==> src/rtl/huc_periph_pkg.sv <==
// Shared definitions for the HuC6280 on-chip peripherals: timer register map,
// control bit positions and timer FSM states.
package huc_periph_pkg;
  localparam logic TMR_CNT = 1'b0;
  localparam logic TMR_CTL = 1'b1;

  localparam int TIMER_PRESCALE_DEFAULT = 1024;

  localparam int CTL_EN      = 0;
  localparam int CTL_ONESHOT = 1;

  typedef enum logic {
    STOPPED = 1'b0,
    RUNNING = 1'b1
  } tmr_state_e;
endpackage

==> src/rtl/huc_timer_prescaler.sv <==
// Free-running prescaler for the interval timer. Emits a one-cycle tick on the
// cycle its count sits at PRESCALE-1, and clears whenever run is low.
module huc_timer_prescaler #(
  parameter int PRESCALE = 1024,
  parameter int PS_W     = 10
) (
  input  logic clk,
  input  logic reset,
  input  logic run,
  output logic tick
);
  localparam logic [PS_W-1:0] LAST = PS_W'(PRESCALE - 1);

  logic [PS_W-1:0] cnt_q, cnt_d;

  always_comb begin
    tick  = run && (cnt_q == LAST);
    cnt_d = cnt_q + PS_W'(1);
    if (!run || tick) cnt_d = '0;
  end

  always_ff @(posedge clk) begin
    if (reset) cnt_q <= '0;
    else       cnt_q <= cnt_d;
  end
endmodule

==> src/rtl/huc_timer.sv <==
// HuC6280 interval timer: 7-bit down-counter with reload, sticky active-low TIQ.
// Define HUC_TIMER_ONESHOT_EN to add the one-shot control bit (ctl bit 1).
module huc_timer
  import huc_periph_pkg::*;
#(
  parameter int PRESCALE = TIMER_PRESCALE_DEFAULT,
  parameter int PS_W     = 10
) (
  input  logic       clk,
  input  logic       reset,
  input  logic       CET_n,
  input  logic       A0,
  input  logic       we,
  input  logic       re,
  input  logic [7:0] d_in,
  output logic [7:0] d_out,
  input  logic       tiq_ack,
  output logic       TIQ_n
);
  tmr_state_e state_q, state_d;
  logic [6:0] counter_q, counter_d;
  logic [6:0] reload_q, reload_d;
  logic       en_q, en_d;
  logic       tiq_n_q, tiq_n_d;
  logic [7:0] dout_q, dout_d;
  logic       oneshot_q;
  logic       wr, rd, ctl_wr, rld_wr, stop_wr, run, tick, underflow;
  logic       unused_din7;

  assign unused_din7 = d_in[7];

`ifdef HUC_TIMER_ONESHOT_EN
  logic oneshot_d;
  always_comb oneshot_d = ctl_wr ? d_in[CTL_ONESHOT] : oneshot_q;
  always_ff @(posedge clk) begin
    if (reset) oneshot_q <= 1'b0;
    else       oneshot_q <= oneshot_d;
  end
`else
  assign oneshot_q = 1'b0;
`endif

  // A simultaneous read and write is a write; d_out holds.
  assign wr      = !CET_n && we;
  assign rd      = !CET_n && re && !we;
  assign ctl_wr  = wr && (A0 == TMR_CTL);
  assign rld_wr  = wr && (A0 == TMR_CNT);
  assign stop_wr = ctl_wr && !d_in[CTL_EN];
  // Dropping run on the stopping edge clears the prescaler on that same edge.
  assign run       = (state_q == RUNNING) && !stop_wr;
  assign underflow = tick && (counter_q == '0);

  huc_timer_prescaler #(.PRESCALE(PRESCALE), .PS_W(PS_W)) u_ps (
    .clk   (clk),
    .reset (reset),
    .run   (run),
    .tick  (tick)
  );

  always_comb begin
    state_d   = state_q;
    counter_d = counter_q;
    reload_d  = rld_wr ? d_in[6:0] : reload_q;
    en_d      = ctl_wr ? d_in[CTL_EN] : en_q;
    tiq_n_d   = tiq_n_q;
    dout_d    = dout_q;

    case (state_q)
      STOPPED: if (ctl_wr && d_in[CTL_EN]) begin
        state_d   = RUNNING;
        counter_d = reload_q;
      end
      RUNNING: if (stop_wr) begin
        state_d = STOPPED;
      end else if (tick) begin
        if (counter_q != '0) begin
          counter_d = counter_q - 7'd1;
        end else begin
          counter_d = reload_q;
          if (oneshot_q) begin
            state_d = STOPPED;
            en_d    = 1'b0;
          end
        end
      end
      default: state_d = STOPPED;
    endcase

    if (underflow)    tiq_n_d = 1'b0;
    else if (tiq_ack) tiq_n_d = 1'b1;

    if (rd) dout_d = (A0 == TMR_CTL) ? {6'b0, oneshot_q, en_q} : {1'b0, counter_q};
  end

  always_ff @(posedge clk) begin
    if (reset) begin
      state_q   <= STOPPED;
      counter_q <= '0;
      reload_q  <= '0;
      en_q      <= 1'b0;
      tiq_n_q   <= 1'b1;
      dout_q    <= 8'h00;
    end else begin
      state_q   <= state_d;
      counter_q <= counter_d;
      reload_q  <= reload_d;
      en_q      <= en_d;
      tiq_n_q   <= tiq_n_d;
      dout_q    <= dout_d;
    end
  end

  assign d_out = dout_q;
  assign TIQ_n = tiq_n_q;
endmodule

==> config.mk <==
export PLATFORM = sky130hd
export DESIGN_NAME = huc_timer
export DESIGN_NICKNAME = d
export VERILOG_FILES = /design/src/rtl/huc_periph_pkg.sv /design/src/rtl/huc_timer_prescaler.sv /design/src/rtl/huc_timer.sv
export SDC_FILE = /design/constraint.sdc
export NUM_CORES = 1
export LEC_CHECK = 0
export ABC_AREA = 1
export BUFFER_PORTS_ARGS = -buffer_cell sky130_fd_sc_hd__buf_2
export CAP_MARGIN = 40
export CORE_ASPECT_RATIO = 0.75
export CORE_UTILIZATION = 40
export DETAILED_ROUTE_END_ITERATION = 8
export GPL_TIMING_DRIVEN = 1
export MAX_ROUTING_LAYER = met4
export SLEW_MARGIN = 20
export SYNTH_ARGS = -nofsm -noshare
export SYNTH_HDL_FRONTEND = slang
export SYNTH_SLANG_ARGS = --single-unit
==> constraint.sdc <==
create_clock -name clk -period 2.9 [get_ports clk]
set_input_delay 0.29 -clock clk [delete_from_list [all_inputs] [get_ports clk]]
set_output_delay 0.29 -clock clk [all_outputs]
set_load 0.02 [all_outputs]
# [Word-level counts from Yosys, hierarchy flattened]
# Cells that the tools add are included.
[classes] n_mux=11 reduce_logical=21 eq_ne=4 bitwise_logic=2 n_addsub=2
[op_table] cell="$mux W7" count=5
[op_table] cell="$pmux W7 S2" count=1
[op_table] cell="$add A10 B1 Y10 const B" count=1
[op_table] cell="$eq A10 B10 Y1 const B" count=1
[op_table] cell="$logic_and A1 B1 Y1" count=10
[op_table] cell="$logic_not A7 Y1" count=1
[op_table] cell="$reduce_bool A7 Y1" count=1
[op_table] cell="$sub A7 B1 Y7 const B" count=1
[op_table] cell="$logic_not A1 Y1" count=5
[op_table] cell="$mux W1" count=4
[op_table] cell="$ne A2 B2 Y1 const B" count=2
[op_table] cell="$reduce_and A3 Y1" count=1
[op_table] cell="$ne A2 B1 Y1 const B" count=1
[op_table] cell="$not A1 Y1" count=2
[op_table] cell="$pmux W1 S2" count=1
[op_table] cell="$reduce_bool A2 Y1" count=1
[op_table] cell="$reduce_or A2 Y1" count=1
[op_table] cell="$logic_or A1 B1 Y1" count=1
[word_totals] wordCells=47 in_bits=15 reg_bits=35 output_inout_bits=9

# [Longest topological paths before layout]
# Gate-level depths: netlist (run 1).
[depth] word_depth=10 mapped_depth=11 depth_no_buf=10

# [Hierarchy]
# Synthesis (run 1) repeated with hierarchy kept, for this count alone.
[unflattened] hier_cells=235 area_unflattened_um2=1635.3
[modules_own_cells] module="huc_timer" area_per_inst_um2=1143.6 cells_each=165 seq_area_each_um2=460.4 n_inst=1
[modules_own_cells] module="huc_timer_prescaler" area_per_inst_um2=491.7 cells_each=70 seq_area_each_um2=200.2 n_inst=1

# [Worst setup path before layout (run 1)]
# OpenSTA, ideal clock, no wires.
[synth_path] path_type="register to register" start="register u_ps.cnt_q[0]" end="register counter_q[0]" slack_ns=1.578 setup_time_ns=0.111 period_less_slack_ns=1.322 stages_incl_launch_ff=10 arrival_time_ns=1.210 path_cell_list="dfxtp_1 -> ha_1 -> nand2_1 -> nor2_4 -> nand3_4 -> nand2_4 -> nand2_4 -> buf_6 -> nor2_1 -> nor2_1"
[synth_via] elab_chain_cells=4
[synth_lines] element="start: declaration" line="huc_timer_prescaler.sv:14" text="logic [PS_W-1:0] cnt_q, cnt_d;"
[synth_lines] element="start signal: assignment" line="huc_timer_prescaler.sv:24" text="else cnt_q <= cnt_d;"
[synth_lines] element="$eq A10 B10 Y1" line="huc_timer_prescaler.sv:17" text="tick = run && (cnt_q == LAST);"
[synth_lines] element="$logic_and A1 B1 Y1" line="huc_timer_prescaler.sv:17"
[synth_lines] element="$ne A2 B1 Y1 (no line)"
[synth_lines] element="$reduce_and A3 Y1 (no line)"
[synth_lines] element="end signal: assignment" line="huc_timer.sv:105" text="counter_q <= counter_d;"
[synth_lines] element="end: declaration" line="huc_timer.sv:21" text="logic [6:0] counter_q, counter_d;"
# No other way between the ends.
# A chain may end at the register's enable or synchronous reset.

# [Worst setup path in the final report (run 1)]
[layout_path] start="register counter_q[0]" end="register counter_q[5]"
[layout_via] elab_chain_cells=5
[layout_lines] element="$sub A7 B1 Y7 / $reduce_bool A7 Y1 (equally long branches)" line="huc_timer.sv:77, huc_timer.sv:76"
[layout_lines] element="$mux W7 (*)" line="huc_timer.sv:76" text="if (counter_q != '0) begin"
[layout_lines] element="$mux W7 (*)" line="huc_timer.sv:75" text="end else if (tick) begin"
[layout_lines] element="$mux W7 (*)" line="huc_timer.sv:73" text="RUNNING: if (stop_wr) begin"
[layout_lines] element="$pmux W7 S2 (*)" line="huc_timer.sv:68" text="case (state_q)"
# Mark *: on every way between the ends. The rest lies on a longest branch, timed or not. The select of a mux whose other input is x is not followed.

==> impl_metrics.py, run 1 <==
metrics = {
    "worst_setup_path": {
        "worstPathCellList": "inv_1 > ha_1 > inv_1 > nor2_1 > nand3_2 > nand2_2 > nand2_1 > nand3_1 > nor2_1 > nor2_1",
        "crit_family": "simple AND/OR/NAND/NOR gates",
        "cp_slowest_cell": "dfxtp_1",
        "worstSetupStartpointType": "flip-flop",
        "worstReg2RegEnd": "counter_q[5]",
        "max_stage_delay_ns": 0.38,
        "crit_type": "flip-flop to flip-flop",
        "rr_startpoint": "counter_q[0]",
        "worst_setup_path_end_kind": "flip-flop",
        "cp.arrival_ns": 1.70,
        "critical_path_required_ns": 3.08,
        "crit_top_cell": "nor2_1",
        "critical_path.max_fanout": 11,
        "r2r_setup_slack_ns": 1.38,
        "critPathBufInv": 2,
        "cp.depth": 10,
        "reg2regPathDepth": 10,
    },
    "flow_run": {
        "drv_cap": 0,
    },
    "clocking": {
        "tritoncts": "yes",
        "clockBufferDepth": 2,
        "cts_resized": 0,
        "cts.sinks": 33,
        "clk_latency_ns": 0.28,
        "htree_levels": 2,
        "cts_buffers": 5,
        "cts_root_buf": "clkbuf_8",
        "clk_pin_slew_worst_paths_ns": 0.07,
        "postCtsSetupBuffers": 0,
        "holdBufCountCts": 0,
    },
    "global_routing": {
        "grt_first_pass_wirelength_microns": 4970,
        "grt_usage_pct": 16.2,
        "grt_overflow": 0,
        "grt_antenna_before_repair": 0,
        "grt_max_degree": 18,
        "grt_pass1_vias": 1118,
    },
    "timing": {
        "timing.final.crit_period_ns": 1.52,
        "hold_viol": 0,
        "tns_ns": 0,
        "rsz0062_at_grt": "no",
        "tightestPinTransition_ns": 0.525,
        "slew_headroom_pct": 65.0,
        "clock.fmax_mhz": 659,
        "clock_skew_ns": 0.00593,
        "finalMaxSlewViolations": 0,
        "holdWs_ns": 0.225,
        "setup_viol": 0,
        "post-route-period-util_pct": 52.3,
    },
    "pwr": {
        "leakage_nw": 0.793,
        "ir_worst_vdd_v": 0.000296,
        "switching_share_pct": 26.5,
        "p_comb_share_pct": 11.8,
        "power_density_nw_per_um2": 500,
        "clkPwrFrac_pct": 35.8,
        "p_total_mw": 0.914,
        "switchingPower_mw": 0.242,
        "seqPwrFrac_pct": 52.4,
        "intPower_mw": 0.672,
    },
    "detailed_routing": {
        "dr.pass1.iters": 4,
        "wl_microns": 3040,
        "vias": 1375,
        "drtIter0Drc": 47,
        "via_per_inst": 4.55,
        "routedWlPerCell_microns": 10.0,
        "ant_nets": 0,
        "drc_errors": 0,
    },
    "yosys": {
        "ys_types": 27,
        "yosys_warnings": 0,
        "synthFlopType": "dfxtp_1",
        "synth.largest_area_cell": "dfxtp_1",
        "muxShareOfSynthArea_pct": 0,
        "synthXorXnorAreaFrac_pct": 2.15,
        "synthSimpleGateAreaFrac_pct": 35.4,
        "syn_area_sq_um": 1630,
        "synthCells": 228,
        "syn_avg_cell_area_sq_um": 7.15,
        "synth.net_count": 246,
        "ys_async_sr_fraction_pct": 0,
        "ys_top_cells_by_area": "dfxtp_1 (41%), nand2_1 (11%), nor2_1 (7.8%), inv_1 (6.2%), nand3_1 (6.1%)",
        "synth_compound_area_share_pct": 9.75,
        "synth_top_area_share_pct": 40.6,
        "synth_edf_count": 0,
        "synth_top_family_by_area": "simple AND/OR/NAND/NOR gates",
        "yosysSeqAreaShare_pct": 40.6,
        "synthAdderAreaFrac_pct": 2.30,
        "ys_seq_elements": 33,
    },
    "final_layout": {
        "antenna_cells": 0,
        "num-fill-cells": 407,
        "area_delta_synth_final_pct": 12.1,
        "drive_above_1_share_pct": 18.0,
        "nets": 267,
    },
    "floorplan": {
        "rows": 19,
        "ios": 24,
        "chipWidth_microns": 75.7,
        "fp.dieH_microns": 57.3,
        "start_util_pct": 43.1,
        "fp.dieArea_sq_um": 4330,
        "coreArea_sq_um": 3780,
    },
    "placed_design": {
        "place.gp.congestion": 0.798,
        "port_buffers": 21,
        "hpwlAfterDp_microns": 2240,
    },
    "hold_path": {
        "hold_path_startpoint": "tiq_ack",
        "min_to": "TIQ_n",
        "holdPathStages": 3,
        "hp-class": "input port to flip-flop",
    },
    "run_status": {
        "status": "finished clean",
    },
}
==> worst reg2reg max path, delay by kind of cell, from the launching register on <==
family	cells	cell delay, ns
simple gates	7	0.63
flops	1	0.38
fa+ha+maj	1	0.22
buf+inv	2	0.19
==> logic make-up (layout without fill, tap and decap cells) <==
kind of cell	Yosys count	in the layout
fa+ha+maj	3	3
flops	33	33
xor+xnor	4	4
other cells	1	1
simple gates	122	122
compound gates	31	31
buf+inv	34	56
==> how the worst max path moves through the flow <==
stage                       start            end
floorplan           u_ps.cnt_q[0]   counter_q[0]
global placement               A0    reload_q[1]
detailed placement          reset  u_ps.cnt_q[8]
CTS                  counter_q[0]   counter_q[5]
global route         counter_q[0]   counter_q[2]
finish               counter_q[0]   counter_q[5]
==> power groups by stage <==
| stage | Combinational [mW] | Clock [mW] | Sequential (mW) |
|---|---|---|---|
| global route | 0.125 | 0.365 | 0.480 |
| CTS | 0.109 | 0.342 | 0.478 |
| detailed placement | 0.108 | 0 | 0.489 |
| finish | 0.108 | 0.327 | 0.479 |
| global placement | 0.107 | 0 | 0.488 |
| floorplan | 0.0870 | 0 | 0.486 |
==> layout make-up <==
cell class	count	area (sq um)	share of cell area, %
multi-input combinational	161	812	44.5
clock buffer	6	72.6	3.97
inverter	27	101	5.55
sequential	33	661	36.2
tap	52	65.1	3.56
clock inverter	2	10.0	0.548
timing repair buffer	21	105	5.75
==> through the flow <==
| stage | worst slack, ns | cells | area (sq um) | utilization [%] |
|---|---|---|---|---|
| after detailed placement | 1.37 | 294 | 1740 | 46.1 |
| after CTS | 1.40 | 302 | 1830 | 48.3 |
| final | 1.38 | 302 | 1830 | 48.3 |
| after global placement | 1.36 | 294 | 1740 | 46.1 |
| after floorplan | 1.58 | 228 | 1630 | - |
| after global routing | 1.18 | 302 | 1830 | 48.3 |
==> sequential cells by signal (all words and copies together), names as in the netlist, named ones only <==
| register | cells |
|---|---|
| TIQ_n | 1 |
| d_out | 7 |
| u_ps.cnt_q | 10 |
| reload_q | 7 |
| counter_q | 7 |
==> synth_stat cells (3+ instances only) <==
| cell type | count |
|---|---|
| xnor2_1 | 3 |
| o21ai_0 | 12 |
| inv_1 | 27 |
| nand2_2 | 8 |
| a21oi_1 | 16 |
| nand2_1 | 47 |
| nand3_1 | 20 |
| nor2_1 | 34 |
| ha_1 | 3 |
| buf_6 | 3 |
| dfxtp_1 | 33 |
==> placed cells by master (no fill, tap or decap) <==
master	Yosys	final
nand3_2	2	2
clkbuf_1	1	1
a21oi_1	16	16
clkbuf_8	0	5
or2_0	1	1
inv_1	27	27
xor2_1	1	1
buf_2	2	21
nand3_1	20	20
nor2_1	34	34
conb_1	1	1
nor3b_1	2	2
nand2_1	47	47
xnor2_1	3	3
o21ai_1	1	1
nand2_4	2	2
nand3_4	1	1
nand2_2	8	8
o21ai_0	12	12
clkinv_2	0	2
a31oi_1	1	1
a211oi_1	1	1
dfxtp_1	33	33
nor2_2	2	2
ha_1	3	3
nand4_1	1	1
nor2_4	2	2
==> layer usage <==
| metal | wire (microns) | part of all wire (%) | vias up | track usage, % |
|---|---|---|---|---|
| met4 | 63 | 2.1 | 0 | 7.94 |
| met3 | 162 | 5.3 | 8 | 4.95 |
| li1 | - | - | 755 | - |
| met2 | 1050 | 35 | 33 | 20.3 |
| met1 | 1760 | 58 | 579 | 23.2 |
| met5 | 0 | 0 | - | - |
No activity file was read; power rests on OpenSTA's default activity.
==> run 2, diff against run 1 <==
Clock period 2.9 ns to 1.55 ns, I/O delays scaled along.
==> run 2 against run 1 <==
Clock power rose by 120%. Worst hold slack worse by 0.14 ns. Via count increased by 0.95%. Cell count increased by 2.6%. Non-clock buffer count grew 8. Cell area increased by 4.4%. Sequential cell count unchanged. First-iteration DRC count rose by 47%. Global-route usage is 1.3 points higher. Sequential share of layout area fell by 1.5 points. Clock skew down 0.0020 ns. Critical path type unchanged. Critical endpoint is now counter_q[2]. Largest power group unchanged.
==> impl_metrics.py, run 2 (synthesis gave the netlist of run 1 again) <==
metrics = {
    "worst_setup_path": {
        "critical_path.max_fanout": 12,
        "crit_type": "flip-flop to flip-flop",
        "r2r_setup_slack_ns": 0.14,
        "worst_setup_path_end_kind": "flip-flop",
        "cp.arrival_ns": 1.63,
        "critical_path_required_ns": 1.77,
        "reg2regPathDepth": 9,
        "worstSetupStartpointType": "flip-flop",
        "worstReg2RegEnd": "counter_q[2]",
        "rr_startpoint": "u_ps.cnt_q[0]",
    },
    "timing": {
        "tns_ns": 0,
        "rsz0062_at_grt": "no",
        "post-route-period-util_pct": 91.3,
        "finalWorstSetupSlack_ns": 0.135,
        "hold_viol": 0,
        "setup_viol": 0,
        "holdWs_ns": 0.0892,
        "clock_skew_ns": 0.00390,
        "finalMaxSlewViolations": 0,
        "clock.fmax_mhz": 707,
        "timing.final.crit_period_ns": 1.41,
    },
    "floorplan": {
        "ios": 24,
        "coreArea_sq_um": 3780,
        "start_util_pct": 43.1,
        "rows": 19,
        "chipWidth_microns": 75.7,
        "fp.dieArea_sq_um": 4330,
        "fp.dieH_microns": 57.3,
    },
    "pwr": {
        "p_comb_share_pct": 12.4,
        "switchingPower_mw": 0.460,
        "leakage_nw": 0.842,
        "clkPwrFrac_pct": 38.7,
        "seqPwrFrac_pct": 48.8,
        "ir_worst_vdd_v": 0.000481,
        "power_density_nw_per_um2": 958,
        "intPower_mw": 1.37,
        "switching_share_pct": 25.2,
    },
    "detailed_routing": {
        "via_per_inst": 4.48,
        "wl_microns": 3140,
        "routedWlPerCell_microns": 10.1,
        "ant_nets": 0,
        "drc_errors": 0,
        "dr.pass1.iters": 4,
        "vias": 1388,
        "drtIter0Drc": 69,
    },
    "placed_design": {
        "dp_cells": 302,
        "dpl-instance-area_sq_um": 1800,
        "hpwlAfterDp_microns": 2340,
        "port_buffers": 21,
        "dp_slack_ns": 0.131,
        "place.gp.congestion": 0.788,
    },
    "clocking": {
        "cts.sinks": 33,
        "htree_levels": 2,
        "clockBufferDepth": 2,
        "postCtsSetupBuffers": 0,
        "tritoncts": "yes",
        "clk_latency_ns": 0.28,
        "cts_buffers": 5,
        "cts_root_buf": "clkbuf_8",
        "holdBufCountCts": 0,
        "clk_pin_slew_worst_paths_ns": 0.07,
    },
    "final_layout": {
        "finalInstanceArea_sq_um": 1910,
        "final_cell_mix": "nand2_1 (47), nor2_1 (34), dfxtp_1 (32)",
        "final_common_cell": "nand2_1",
        "num-fill-cells": 392,
        "antenna_cells": 0,
        "nets": 275,
        "drive_above_1_share_pct": 21.3,
        "largest_register_ffs": 10,
        "area_delta_synth_final_pct": 17.1,
        "instances_no_fill": 310,
        "top_register": "u_ps.cnt_q",
    },
    "hold_path": {
        "hp-class": "input port to flip-flop",
        "min_to": "TIQ_n",
        "hold_path_startpoint": "tiq_ack",
        "holdPathStages": 3,
    },
    "global_routing": {
        "grt_max_degree": 15,
        "grt_overflow": 0,
        "grt_antenna_before_repair": 0,
        "grt_first_pass_wirelength_microns": 5410,
        "grt_pass1_vias": 1182,
        "grt_usage_pct": 17.5,
    },
    "flow_run": {
        "drv_cap": 0,
    },
    "run_status": {
        "status": "finished clean",
    },
}
[run 2: how the worst max path moves through the flow]
stage	slack, ns	cells after the start	from	to
floorplan	0.23	9	u_ps.cnt_q[0]	counter_q[0]
global placement	0.15	10	counter_q[1]	counter_q[5]
detailed placement	0.13	9	u_ps.cnt_q[0]	counter_q[2]
CTS	0.12	9	u_ps.cnt_q[0]	counter_q[2]
global route	0.001	9	u_ps.cnt_q[0]	counter_q[1]
finish	0.14	9	u_ps.cnt_q[0]	counter_q[2]
[run 2: per-layer routing]
metal  wire length [microns]  GRT usage (%)  up-vias
met1                    1810           26.2      577
li1                        -              -      771
met4                      42           6.35        0
met2                    1110           21.9       33
met3                     183           4.95        7
met5                       0              -        -
[run 2: final cells by class]
| cell class | count | area, sq um | share of cell area, % |
|---|---|---|---|
| multi-input cells | 161 | 812 | 42.6 |
| clock buffers | 7 | 96.3 | 5.05 |
| flip-flops and latches | 33 | 662 | 34.7 |
| clock inverters | 1 | 5.00 | 0.262 |
| inverters | 27 | 101 | 5.31 |
| well taps | 52 | 65.1 | 3.41 |
| repair buffers | 29 | 165 | 8.66 |
[run 2: critical path, cell delays in order (launching register included)]
cell and delay [ns]:
dfxtp_1 0.36, ha_1 0.18, nand2_1 0.11, nor2_4 0.16
nand3_4 0.11, nand2_4 0.09, nand2_4 0.12, nand2_2 0.08
nand2_1 0.04, nor2_1 0.11
[run 2: power groups by stage]
stage                     sequential (mW)  combinational (mW)  clock (mW)
after floorplan                     0.909               0.163           0
after global placement              0.911               0.227           0
after detailed placement            0.911               0.228           0
after CTS                           0.892               0.229       0.730
after global routing                0.896               0.264       0.771
final                               0.892               0.227       0.708
[run 2: stage by stage]
step	total power, mW	utilization (%)
after floorplan	1.07	-
after global placement	1.14	47.7
after detailed placement	1.14	47.7
after CTS	1.85	50.4
after global routing	1.93	50.4
final	1.83	50.4
[run 2: repair_timing]
action | in CTS | in global routing
resized for setup | 0 | 1
hold endpoints to repair | 0 | 0
endpoints found under the setup margin | 0 | 2
